### src/rtl/timer_pkg.sv
// Shared encodings and defaults for the programmable interval timer.
package timer_pkg;

    localparam int DEF_WIDTH = 32;
    localparam int DEF_PRE_W = 8;

    // FSM state encodings; anything else is treated as illegal and recovers to IDLE.
    typedef enum logic [2:0] {
        ST_IDLE  = 3'd0,
        ST_RUN   = 3'd1,
        ST_PAUSE = 3'd2,
        ST_DONE  = 3'd3
    } state_e;

    // Counting modes: bit0 selects auto-reload, bit1 selects up-counting.
    typedef enum logic [1:0] {
        MODE_ONESHOT_DOWN = 2'b00,
        MODE_RELOAD_DOWN  = 2'b01,
        MODE_ONESHOT_UP   = 2'b10,
        MODE_RELOAD_UP    = 2'b11
    } mode_e;

    localparam int MODE_BIT_AUTO = 0;
    localparam int MODE_BIT_UP   = 1;

    function automatic logic mode_is_auto(input logic [1:0] m);
        return m[MODE_BIT_AUTO];
    endfunction

    function automatic logic mode_is_up(input logic [1:0] m);
        return m[MODE_BIT_UP];
    endfunction

endpackage

### src/rtl/timer_prescaler.sv
// Prescaler: emits a one-cycle step every prescale+1 enabled cycles.
// clear restarts the phase at 0; freeze holds the phase (no step while frozen).
module timer_prescaler
    import timer_pkg::*;
#(
    parameter int PRE_W = DEF_PRE_W
) (
    input  logic             clk,
    input  logic             rst,
    input  logic             clear,
    input  logic             freeze,
    input  logic [PRE_W-1:0] prescale,
    output logic             step
);

    logic [PRE_W-1:0] pre_r;
    logic [PRE_W-1:0] pre_nxt_s;
    logic             step_s;

    // Next phase and step decision; clear dominates freeze.
    always_comb begin
        step_s    = 1'b0;
        pre_nxt_s = pre_r;
        if (clear) begin
            pre_nxt_s = {PRE_W{1'b0}};
        end else if (freeze) begin
            pre_nxt_s = pre_r;
        end else if (pre_r == prescale) begin
            step_s    = 1'b1;
            pre_nxt_s = {PRE_W{1'b0}};
        end else begin
            pre_nxt_s = pre_r + PRE_W'(1);
        end
    end

    // Phase register.
    always_ff @(posedge clk) begin
        if (rst) begin
            pre_r <= {PRE_W{1'b0}};
        end else begin
            pre_r <= pre_nxt_s;
        end
    end

    assign step = step_s;

endmodule

### src/rtl/timer_sched.sv
// Programmable interval timer: FSM sequencing load/run/pause/done around a
// loadable up/down counter, with a registered terminal tick and sticky irq.
module timer_sched
    import timer_pkg::*;
#(
    parameter int WIDTH = DEF_WIDTH,
    parameter int PRE_W = DEF_PRE_W
) (
    input  logic             clk,
    input  logic             rst,
    input  logic             start,
    input  logic             stop,
    input  logic             pause,
    input  logic [1:0]       mode,
    input  logic [WIDTH-1:0] period,
    input  logic [PRE_W-1:0] prescale,
    input  logic             irq_clr,
    output logic [WIDTH-1:0] count,
    output logic [2:0]       state,
    output logic             busy,
    output logic             tick,
    output logic             irq
);

    state_e           state_r;
    state_e           state_nxt_s;
    logic [WIDTH-1:0] count_r;
    logic [WIDTH-1:0] count_nxt_s;
    logic [WIDTH-1:0] per_r;
    logic [PRE_W-1:0] psc_r;
    logic [1:0]       mode_r;
    logic             tick_r;
    logic             tick_nxt_s;
    logic             irq_r;
    logic             irq_nxt_s;
    logic             busy_r;
    logic             busy_nxt_s;

    logic             load_s;
    logic             active_s;
    logic             pre_clear_s;
    logic             step_s;
    logic             up_s;
    logic             auto_s;
    logic             terminal_s;
    logic             term_step_s;

    // Command decode and terminal detection against the latched configuration.
    always_comb begin
        load_s      = start & ~stop;
        pre_clear_s = start | stop;
        up_s        = mode_is_up(mode_r);
        auto_s      = mode_is_auto(mode_r);
        if (start || stop) begin
            active_s = 1'b0;
        end else if ((state_r == ST_RUN) || (state_r == ST_PAUSE)) begin
            // Counting resumes on the same edge pause is seen low, so a pause
            // held for N cycles delays the schedule by exactly N cycles.
            active_s = ~pause;
        end else begin
            active_s = 1'b0;
        end
        terminal_s  = up_s ? (count_r == per_r) : (count_r == {WIDTH{1'b0}});
        term_step_s = step_s & terminal_s;
    end

    timer_prescaler #(
        .PRE_W (PRE_W)
    ) u_prescaler (
        .clk      (clk),
        .rst      (rst),
        .clear    (pre_clear_s),
        .freeze   (~active_s),
        .prescale (psc_r),
        .step     (step_s)
    );

    // FSM state register.
    always_ff @(posedge clk) begin
        if (rst) begin
            state_r <= ST_IDLE;
        end else begin
            state_r <= state_nxt_s;
        end
    end

    // FSM next-state logic; stop beats start, start beats pause.
    always_comb begin
        state_nxt_s = ST_IDLE;
        if (stop) begin
            state_nxt_s = ST_IDLE;
        end else if (start) begin
            state_nxt_s = ST_RUN;
        end else begin
            case (state_r)
                ST_IDLE:  state_nxt_s = ST_IDLE;
                ST_RUN, ST_PAUSE: begin
                    if (pause) begin
                        state_nxt_s = ST_PAUSE;
                    end else if (term_step_s && !auto_s) begin
                        state_nxt_s = ST_DONE;
                    end else begin
                        state_nxt_s = ST_RUN;
                    end
                end
                ST_DONE:  state_nxt_s = ST_DONE;
                default:  state_nxt_s = ST_IDLE;
            endcase
        end
    end

    // FSM output logic: next values of counter, tick, irq and busy.
    always_comb begin
        count_nxt_s = count_r;
        if (load_s) begin
            count_nxt_s = mode_is_up(mode) ? {WIDTH{1'b0}} : period;
        end else if (step_s) begin
            if (terminal_s) begin
                if (auto_s) begin
                    count_nxt_s = up_s ? {WIDTH{1'b0}} : per_r;
                end else begin
                    count_nxt_s = count_r;
                end
            end else if (up_s) begin
                count_nxt_s = count_r + WIDTH'(1);
            end else begin
                count_nxt_s = count_r - WIDTH'(1);
            end
        end else begin
            count_nxt_s = count_r;
        end
        tick_nxt_s = term_step_s;
        irq_nxt_s  = term_step_s | (irq_r & ~irq_clr);
        busy_nxt_s = (state_nxt_s == ST_RUN) || (state_nxt_s == ST_PAUSE);
    end

    // Datapath registers: shadows, counter and registered status outputs.
    always_ff @(posedge clk) begin
        if (rst) begin
            per_r   <= {WIDTH{1'b0}};
            psc_r   <= {PRE_W{1'b0}};
            mode_r  <= 2'b00;
            count_r <= {WIDTH{1'b0}};
            tick_r  <= 1'b0;
            irq_r   <= 1'b0;
            busy_r  <= 1'b0;
        end else begin
            if (load_s) begin
                per_r  <= period;
                psc_r  <= prescale;
                mode_r <= mode;
            end
            count_r <= count_nxt_s;
            tick_r  <= tick_nxt_s;
            irq_r   <= irq_nxt_s;
            busy_r  <= busy_nxt_s;
        end
    end

    assign count = count_r;
    assign state = state_r;
    assign busy  = busy_r;
    assign tick  = tick_r;
    assign irq   = irq_r;

endmodule

### config.mk
export PLATFORM = sky130hd
export DESIGN_NAME = timer_sched
export DESIGN_NICKNAME = d
export VERILOG_FILES = /design/src/rtl/timer_pkg.sv /design/src/rtl/timer_prescaler.sv /design/src/rtl/timer_sched.sv
export SDC_FILE = /design/constraint.sdc
export NUM_CORES = 1
export LEC_CHECK = 0
export BUFFER_PORTS_ARGS = -buffer_cell sky130_fd_sc_hd__clkbuf_2
export CORE_MARGIN = 1
export CORE_UTILIZATION = 40
export DETAILED_ROUTE_END_ITERATION = 8
export PLACE_DENSITY = 0.64
export SYNTH_ARGS = -nofsm -noshare
export SYNTH_HDL_FRONTEND = slang
export SYNTH_SLANG_ARGS = --single-unit
export TNS_END_PERCENT = 5
### constraint.sdc
create_clock -name clk -period 3.7 [get_ports clk]
set_clock_uncertainty 0.05 [all_clocks]
set_input_delay 0.185 -clock clk [delete_from_list [all_inputs] [get_ports clk]]
set_output_delay 0.185 -clock clk [all_outputs]
set_load 0.005 [all_outputs]
==> run metrics, run 1 <==
max-cap violations=0; H-Tree Depth=3; Yosys reg bits=87; Initial Util=41.4%; CTS buffer count=9; relative slew slack=50.7%; Die X=125 um; WS Path Type=flop to flop; maximum VDD drop=0.000242 V; sinks on the clock net=87; synth warn=0; die height=125 um; crit end category=flop; Placer Congestion=0.920; Port Buffer Count=84; clock latency on the worst-skew pair=0.35 ns; Post-Syn Area=6090 um2; critical path required time=3.90 ns; time the worst path needs with I/O delays and setup=3.27 ns; failing checks=DRC; biggest area consumer among synthesized cells=dfxtp_1; Clock transition at path regs=0.07 ns; ys async rst share=0%; vias in the first global route=5,624; P&R area growth vs syn=15.7%; final clock period utilization by the worst path=88.5%; Critical Path Max Stage Delay=0.45 ns; Seq. cell area=1740 um2; Root Driver=clkbuf_16; startpoint types=flop; grt ovf=0; vias per inst=5.80; LEAKAGE=3.16 nW; ANT nets after route=0; fillers=1,446; status=finished with violations; top-count cell post-synth=nand2_1; die area=15,700 um2; CP max-delay cell=o21ai_1; Pre-Repair DR Iteration Count=8; Core Box Area=14,700 um2; WL/cell=17.5 um; vias=6,115; worst min-delay path category=input pin to flop; Post-Place Worst Slack=0.557 ns; initial antenna violation count=0; GRT Overall Usage=23.9%; Post-Syn Nets=877; Avg Synthesized Cell Area=7.66 um2; Synth Instances=795; Final Max Slew Viols=0; Highest Clock Rate=305 MHz; critical-path cell list=inv_1 > buf_4 > ha_1 > a21oi_1 > o21ai_0 > a31oi_1 > nand3_1 > o21ai_1 > nor3_1 > a211o_1 > a311oi_1; number of enable flip-flop cells after synthesis=0; P per Cell Area=441 nW/um2; first-pass GRT wire length=29,900 um; DP Wirelength=13,500 um; synth unique cells=67; multi-input logic area=4140 um2; Synth top area share=28.6%; routed wire length=18,500 um; row cnt=44; Crit Path Max Fanout=25; Iter 0 DRT Violations=515; Ant. Diodes=0; most area-consuming cells after synthesis=dfxtp_1 29%, nand2_1 7.9%, xor2_1 7.5%; Bufs on Longest Clock Path=2; actual slew at the worst max-slew pin=0.738 ns; PnR worst setup slack=0.426 ns; Synth top cells by count=128 x nand2_1, 87 x a21oi_1, 87 x dfxtp_1; I/O pin total=86; DRC=4; prevailing post-synth register cell=dfxtp_1; setup violators final=0; sequential share of the synthesized area=28.6%; largest net degree at the start of global routing=57; TritonCTS clock tree=done; Final TNS setup=0 ns; Worst Path Arrival=3.48 ns; Total Nets Final=948; RSZ-0062 raised after global routing=no; share of cells above drive strength 1=15.0%; final hold vios=0
-- layout by cell type (no fill, tap or decap), types with 18 or more instances in the layout --
master / netlist / layout
a211oi_1: 18 / 18
a21oi_1: 87 / 87
clkbuf_2: 0 / 84
dfxtp_1: 87 / 87
ha_1: 33 / 33
nand2_1: 128 / 128
nor2_1: 66 / 65
nor3_1: 18 / 18
nor4_1: 24 / 24
o21ai_0: 24 / 24
xor2_1: 52 / 52
-- per-layer routing --
metal | vias to the layer above | share of wire, % | wire length (um) | track usage (%)
met2 | 196 | 44 | 8110 | 38.1
met5 | - | 0 | 0 | 0
li1 | 3058 | - | - | -
met1 | 2847 | 49 | 9090 | 33.5
met3 | 14 | 5.9 | 1090 | 4.58
met4 | 0 | 0.93 | 171 | 4.88
-- registers in the layout, indices dropped and copies added, names as in the netlist --
name               cells
tick                   1
busy                   1
psc_r                  8
state                  2
mode_r                 2
u_prescaler.pre_r      8
count                 32
per_r                 32
irq                    1
-- what timing repair did --
item,CTS,global route
resized for setup,0,0
hold buffers,4,0
buffers inserted,0,0
setup endpoints to repair,0,0
hold endpoints to repair,4,0
-- through the flow --
stage	hold WS [ns]	instances	total power [mW]	instance area, um2	utilization, %
after floorplan	0.271	795	1.84	6090	-
after global placement	0.362	1035	2.12	6700	45.6
final	0.00939	1055	3.10	7050	47.9
after detailed placement	0.367	1035	2.12	6700	45.6
after global routing	0.0183	1055	3.29	7050	47.9
after CTS	0.000755	1055	3.11	7050	47.9
-- cells by family after synthesis --
kind of cell / Yosys count / share of synthesized area (%)
AO/OA/AOI/OAI: 229 / 25.0
buffers and inverters: 57 / 3.84
XOR/XNOR: 67 / 9.64
AND/OR/NAND/NOR: 311 / 24.2
flip-flops: 87 / 28.6
multiplexers: 9 / 1.48
other: 1 / 0.0616
adder cells (fa/ha/maj): 34 / 7.11
-- final timing paths --
kind         slack [ns]              startpoint  cells past startpoint                      to
max reg2reg        0.43  mode_r[1]$_SDFFE_PP0P_                     11  count[30]$_SDFFE_PP0P_
min               0.009             prescale[2]                      3   psc_r[2]$_SDFFE_PP0P_
max                0.43  mode_r[1]$_SDFFE_PP0P_                     11  count[30]$_SDFFE_PP0P_
min reg2reg        0.42   psc_r[0]$_SDFFE_PP0P_                      2   psc_r[0]$_SDFFE_PP0P_
-- power breakdown --
part           total, mW  switching [mW]  leakage [nW]  internal (mW)
clock network      0.981           0.391         0.151          0.591
logic               1.06           0.599          2.30          0.458
registers           1.07          0.0769         0.712          0.989
total               3.10            1.07          3.16           2.04
-- worst max-delay path: cells and delay by family, from the launching register on --
family,cells,cell delay (ns)
flip-flops,1,0.31
AND/OR/NAND/NOR,2,0.23
AO/OA/AOI/OAI,6,1.73
adder cells (fa/ha/maj),1,0.36
buffers and inverters,2,0.48
-- layout make-up --
type	instances	share of cell area, %
clock buffers	12	3.36
clock inverters	4	0.994
inverters	13	0.693
multi-input cells	651	58.7
flip-flops and latches	87	24.7
well taps	184	3.27
repair buffers	104	8.24
(Power assumes the default switching activity.)
==> run 2, diff against run 1 <==
--- a/config.mk
+++ b/config.mk
@@ -8,6 +8,7 @@
 export BUFFER_PORTS_ARGS = -buffer_cell sky130_fd_sc_hd__clkbuf_2
 export CORE_MARGIN = 1
 export CORE_UTILIZATION = 40
+export CTS_BUF_LIST = sky130_fd_sc_hd__clkbuf_4 sky130_fd_sc_hd__clkbuf_8 sky130_fd_sc_hd__clkbuf_16
 export DETAILED_ROUTE_END_ITERATION = 8
 export PLACE_DENSITY = 0.64
 export SYNTH_ARGS = -nofsm -noshare
==> run metrics, run 2 (synthesis results as in run 1) <==
Net Switching=1.07 mW (+0.35%); Crit Path Max Fanout=25 (unchanged); row cnt=44 (unchanged); largest net degree at the start of global routing=57 (unchanged); setup violators final=0 (unchanged); Iter 0 DRT Violations=508 (-1.4%); logic gate share of total power=33.8% (-0.2 points); CTS resizes=0 (unchanged); H-Tree Depth=3 (unchanged); max-cap violations=0 (unchanged); time the worst path needs with I/O delays and setup=3.26 ns (-0.0132 ns); Clock transition at path regs=0.07 ns (about the same); P per Cell Area=444 nW/um2 (+0.67%); P&R area growth vs syn=15.9%; Setup Buffers After CTS=0 (unchanged); sinks on the clock net=87 (unchanged); commonest non-fill, non-tap cell in the layout=nand2_1; hold path depth=3 (unchanged); WS Path Type=flop to flop; vias in the first global route=5,622 (-0.036%); CTS buffer count=9 (unchanged); Die X=125 um (unchanged); die height=125 um (unchanged); status=finished with violations; Worst R2R Start=mode_r[1]$_SDFFE_PP0P_; final hold vios=0 (unchanged); crit end category=flop; Total Nets Final=948 (unchanged); vias per inst=5.80 (unchanged); critical path required time=3.91 ns (about the same); vias=6,115 (unchanged); Initial Util=41.4% (unchanged); Ant. Diodes=0 (unchanged); sw frac=34.2% (-0.16 points); LEAKAGE=3.17 nW (+0.32%); relative slew slack=50.2% (-0.48 points); WL/cell=17.5 um (+0.20%); placed cell count=1,035 (unchanged); clock network fraction of design power=32.2% (+0.6 points); Final TNS setup=0 ns (unchanged); first-pass GRT wire length=29,900 um (about the same); hold endpoint=psc_r[2]$_SDFFE_PP0P_; RSZ-0062 raised after global routing=no; Final Max Slew Viols=0 (unchanged); clock latency on the worst-skew pair=0.35 ns (about the same); ANT nets after route=0 (unchanged); startpoint types=flop; initial antenna violation count=0 (unchanged); DRC=4 (unchanged); DP Wirelength=13,500 um (unchanged); cell-internal power=2.06 mW (+1.1%); Highest Clock Rate=307 MHz (+0.40%); Bufs on Longest Clock Path=2 (unchanged); grt ovf=0 (unchanged); hold path startpoint=prescale[2]; Post-CTS Hold Buffers=4 (unchanged); Root Driver=clkbuf_16; share of cells above drive strength 1=15.4% (+0.34 points); worst-case reg-to-reg path depth=11 (unchanged); actual slew at the worst max-slew pin=0.746 ns (+0.00726 ns); Final Non-Filler Cells=1,055 (unchanged); TritonCTS clock tree=done; Core Box Area=14,700 um2 (unchanged); routed wire length=18,500 um (+0.20%); reg-to-reg endpoint=count[30]$_SDFFE_PP0P_; worst min-delay path category=input pin to flop; failing checks=DRC; die area=15,700 um2 (unchanged); Placer Congestion=0.920 (unchanged); Pre-Repair DR Iteration Count=9 (+1); commonest cells after routing, fill and taps aside=128 x nand2_1, 87 x a21oi_1, 87 x dfxtp_1; Port Buffer Count=84 (unchanged); final clock period utilization by the worst path=88.1% (-0.36 points); maximum VDD drop=0.000240 V (-0.75%); GRT Overall Usage=23.9% (about the same); Seq pwr share=34.1% (-0.2 points); Worst R2R Setup Slack=0.44 ns (about the same); I/O pin total=86 (unchanged); Worst Path Arrival=3.47 ns (about the same)
==> run 2: cell counts in the layout (fill, tap and decap cells not counted) <==
Identical to the previous run, type by type.
==> run 2: metal layers <==
layer	wire, um	part of all wire (%)	GRT usage, %
met2	8160	44	38.1
met3	1080	5.9	4.58
met1	9080	49	33.5
met4	170	0.92	4.88
met5	0	0	0
==> run 2: worst max path at each step <==
stage                           start                     end  slack [ns]
3_3_place_gp   mode_r[1]$_SDFFE_PP0P_  count[30]$_SDFFE_PP0P_        0.62
4_1_cts        mode_r[1]$_SDFFE_PP0P_  count[30]$_SDFFE_PP0P_        0.50
2_1_floorplan  mode_r[1]$_SDFFE_PP0P_  count[24]$_SDFFE_PP0P_        0.38
5_1_grt        mode_r[1]$_SDFFE_PP0P_  count[30]$_SDFFE_PP0P_        0.25
6_report       mode_r[1]$_SDFFE_PP0P_  count[30]$_SDFFE_PP0P_        0.44
3_5_place_dp   mode_r[1]$_SDFFE_PP0P_  count[30]$_SDFFE_PP0P_        0.56
==> run 2: per-stage QoR <==
step | power (mW) | area, um2 | util (%) | worst slack [ns] | hold slack [ns]
floorplan | 1.84 | 6090 | - | 0.379 | 0.271
global placement | 2.12 | 6700 | 45.6 | 0.623 | 0.362
detailed placement | 2.12 | 6700 | 45.6 | 0.557 | 0.367
CTS | 3.13 | 7060 | 48.0 | 0.501 | 0.000405
global route | 3.31 | 7060 | 48.0 | 0.251 | 0.0183
finish | 3.13 | 7060 | 48.0 | 0.439 | 0.00773
==> run 2: layout make-up <==
class,count,area [um2]
fill,1442,7640
tap,184,230
clock inverter,4,70.1
multi-input combinational,651,4140
clock buffer,12,248
sequential,87,1740
inverter,13,48.8
timing repair buffer,104,581
==> run 2: power groups by stage <==
stage               Combinational, mW  Clock [mW]  Sequential [mW]
floorplan                       0.770           0             1.07
global placement                 1.03           0             1.09
detailed placement               1.03           0             1.09
CTS                              1.04        1.03             1.06
global route                     1.17        1.06             1.07
finish                           1.06        1.01             1.07
==> run 2: worst max-delay path, stage by stage (launching register included) <==
cell      delay (ns)
dfxtp_1         0.31
inv_1           0.15
buf_4           0.33
ha_1            0.36
a21oi_1         0.30
o21ai_0         0.15
a31oi_1         0.25
nand3_1         0.11
o21ai_1         0.45
nor3_1          0.12
a211o_1         0.31
a311oi_1        0.25
==> run 3, diff against run 2 <==
--- a/config.mk
+++ b/config.mk
@@ -6,6 +6,7 @@
 export NUM_CORES = 1
 export LEC_CHECK = 0
 export BUFFER_PORTS_ARGS = -buffer_cell sky130_fd_sc_hd__clkbuf_2
+export CORE_ASPECT_RATIO = 0.8
 export CORE_MARGIN = 1
 export CORE_UTILIZATION = 40
 export CTS_BUF_LIST = sky130_fd_sc_hd__clkbuf_4 sky130_fd_sc_hd__clkbuf_8 sky130_fd_sc_hd__clkbuf_16
==> run metrics, run 3 (synthesis results as in run 1) <==
status=finished clean; Ant. Diodes=0 (unchanged); largest net degree at the start of global routing=47 (-18%); Setup Buffers After CTS=0 (unchanged); post-layout instance area=7090 um2 (+0.46%); placed cell count=1,033 (-0.19%); Highest Clock Rate=312 MHz (+1.7%); Post-Place Worst Slack=0.541 ns (-0.0168 ns); final core utilization=48.6% (+0.58 points); Initial Util=41.7% (+0.31 points); Worst Hold Slack=0.00480 ns (-0.00293 ns); LEAKAGE=3.18 nW (+0.21%); Placer Congestion=0.973 (+5.7%); clock latency on the worst-skew pair=0.36 ns (about the same); P&R area growth vs syn=16.4%; time the worst path needs with I/O delays and setup=3.21 ns (-0.0541 ns); Die X=140 um (+12%); DP Wirelength=13,900 um (+2.7%); hold path startpoint=period[11]; Final TNS setup=0 ns (unchanged); WS Path Type=flop to flop; Pre-Repair DR Iteration Count=6 (-3); met3 usage=5.12% (+0.54 points); DRC=0 (-4); Power Total=3.11 mW (-0.56%); Core Box Area=14,600 um2 (-0.74%); CP max-delay cell=a311oi_2; relative slew slack=49.0% (-1.3 points); vias per inst=5.88 (+1.4%); ANT nets after route=0 (unchanged); TritonCTS clock tree=done; critical-path cell list=inv_1 > buf_12 > ha_1 > a21oi_1 > o211a_1 > nand3_1 > o22a_1 > a311oi_2 > xnor2_1 > a222oi_1 > a211oi_1; vias=6,210 (+1.6%); RSZ-0062 raised after global routing=no; worst-case reg-to-reg path depth=11 (unchanged); Worst R2R Setup Slack=0.49 ns (+0.05 ns); Final Max Slew Viols=0 (unchanged); initial antenna violation count=0 (unchanged); max-cap violations=0 (unchanged); CTS resizes=0 (unchanged); GRT Overall Usage=25.0% (+1.1 points); Worst Path Arrival=3.42 ns (-0.05 ns); Critical Path Max Stage Delay=0.43 ns (-0.02 ns); commonest cells after routing, fill and taps aside=128 x nand2_1, 87 x a21oi_1, 87 x dfxtp_1; critical path required time=3.92 ns (about the same); hold path depth=3 (unchanged); final hold vios=0 (unchanged); I/O pin total=86 (unchanged); die height=112 um (-10%); row cnt=39 (-11%); commonest non-fill, non-tap cell in the layout=nand2_1; sinks on the clock net=87 (unchanged); Bufs on Longest Clock Path=2 (unchanged); Iter 0 DRT Violations=602 (+19%); global route hottest layer=met1; actual slew at the worst max-slew pin=0.765 ns (+0.0190 ns); routing usage on met1=37.3% (+3.8 points); maximum VDD drop=0.000256 V (+6.6%); final clock period utilization by the worst path=86.7% (-1.5 points); share of cells above drive strength 1=15.1% (-0.26 points); P per Cell Area=439 nW/um2 (-1.0%); Crit Path Max Fanout=26 (+4.0%); CTS buffer count=9 (unchanged); setup violators final=0 (unchanged); grt ovf=0 (unchanged); Port Buffer Count=84 (unchanged); die area=15,700 um2 (about the same); crit end category=flop; Final Non-Filler Cells=1,057 (+0.19%); Worst R2R Start=mode_r[1]$_SDFFE_PP0P_; worst min-delay path category=input pin to flop; startpoint types=flop; PnR worst setup slack=0.493 ns (+0.0541 ns); hold endpoint=per_r[11]$_SDFFE_PP0P_; reg-to-reg endpoint=count[27]$_SDFFE_PP0P_; vias in the first global route=5,629 (+0.12%); Total Nets Final=950 (+0.21%); Root Driver=clkbuf_16; Clock transition at path regs=0.07 ns (about the same); first-pass GRT wire length=30,600 um (+2.6%); routed wire length=19,200 um (+3.8%); H-Tree Depth=3 (unchanged); Top Family by Delay on Critical Path=compound AO/OA/AOI/OAI gates; met2 GRT Util=36.3% (-1.8 points); fillers=1,411 (-2.1%); Buffers & Inverters on Critical Path=2 (unchanged); WL/cell=18.2 um (+3.6%); placed cell areas=6700 um2 (about the same)
-- run 3: changes by cell type in the layout (fill, tap and decap cells not counted) --
| cell | previous run | this run |
|---|---|---|
| dlygate4sd3_1 | 4 | 8 |
| bufinv_16 | 2 | 1 |
| inv_6 | 0 | 3 |
| buf_12 | 0 | 1 |
| clkinv_2 | 2 | 0 |
| buf_2 | 0 | 1 |
| inv_8 | 0 | 2 |
| clkbuf_4 | 3 | 0 |
| clkinv_4 | 0 | 1 |
| buf_4 | 16 | 13 |
| clkbuf_2 | 84 | 83 |
-- run 3: power breakdown --
group,switching [mW],internal (mW),total (mW)
sequential,0.0802,0.989,1.07
clock,0.440,0.541,0.981
combinational,0.603,0.460,1.06
total,1.12,1.99,3.11
-- run 3: cell type report --
cell class              instances  area [um2]  area share (%)
multi-input cells             651        4140            58.4
flip-flops and latches         87        1740            24.6
repair buffers                106         618            8.72
well taps                     184         230            3.25
clock buffers                   9         225            3.18
clock inverters                 7        87.6            1.24
inverters                      13        48.8           0.688
-- run 3: worst max path at each step --
stage	from	slack [ns]	cells past startpoint	to
2_1_floorplan	mode_r[1]$_SDFFE_PP0P_	0.38	12	count[24]$_SDFFE_PP0P_
3_3_place_gp	mode_r[1]$_SDFFE_PP0P_	0.59	12	count[24]$_SDFFE_PP0P_
3_5_place_dp	mode_r[1]$_SDFFE_PP0P_	0.54	12	count[16]$_SDFFE_PP0P_
4_1_cts	mode_r[1]$_SDFFE_PP0P_	0.50	12	count[24]$_SDFFE_PP0P_
5_1_grt	mode_r[1]$_SDFFE_PP0P_	0.17	12	count[16]$_SDFFE_PP0P_
6_report	mode_r[1]$_SDFFE_PP0P_	0.49	11	count[27]$_SDFFE_PP0P_
-- run 3: what timing repair did --
item | in CTS | in global routing
hold buffers | 8 | 0
hold endpoints to repair | 8 | 0
endpoints found under the setup margin | 0 | 0
-- run 3: worst reg2reg max path: stages (launching register included) --
cell and delay, ns:
dfxtp_1 0.31, inv_1 0.29, buf_12 0.23, ha_1 0.35
a21oi_1 0.31, o211a_1 0.22, nand3_1 0.08, o22a_1 0.28
a311oi_2 0.43, xnor2_1 0.19, a222oi_1 0.09, a211oi_1 0.27
-- run 3: per-layer routing --
metal / vias up / share of wire [%]
li1: 3051 / -
met1: 2917 / 51
met2: 227 / 42
met3: 15 / 6.8
met4: 0 / 0.95
met5: - / 0
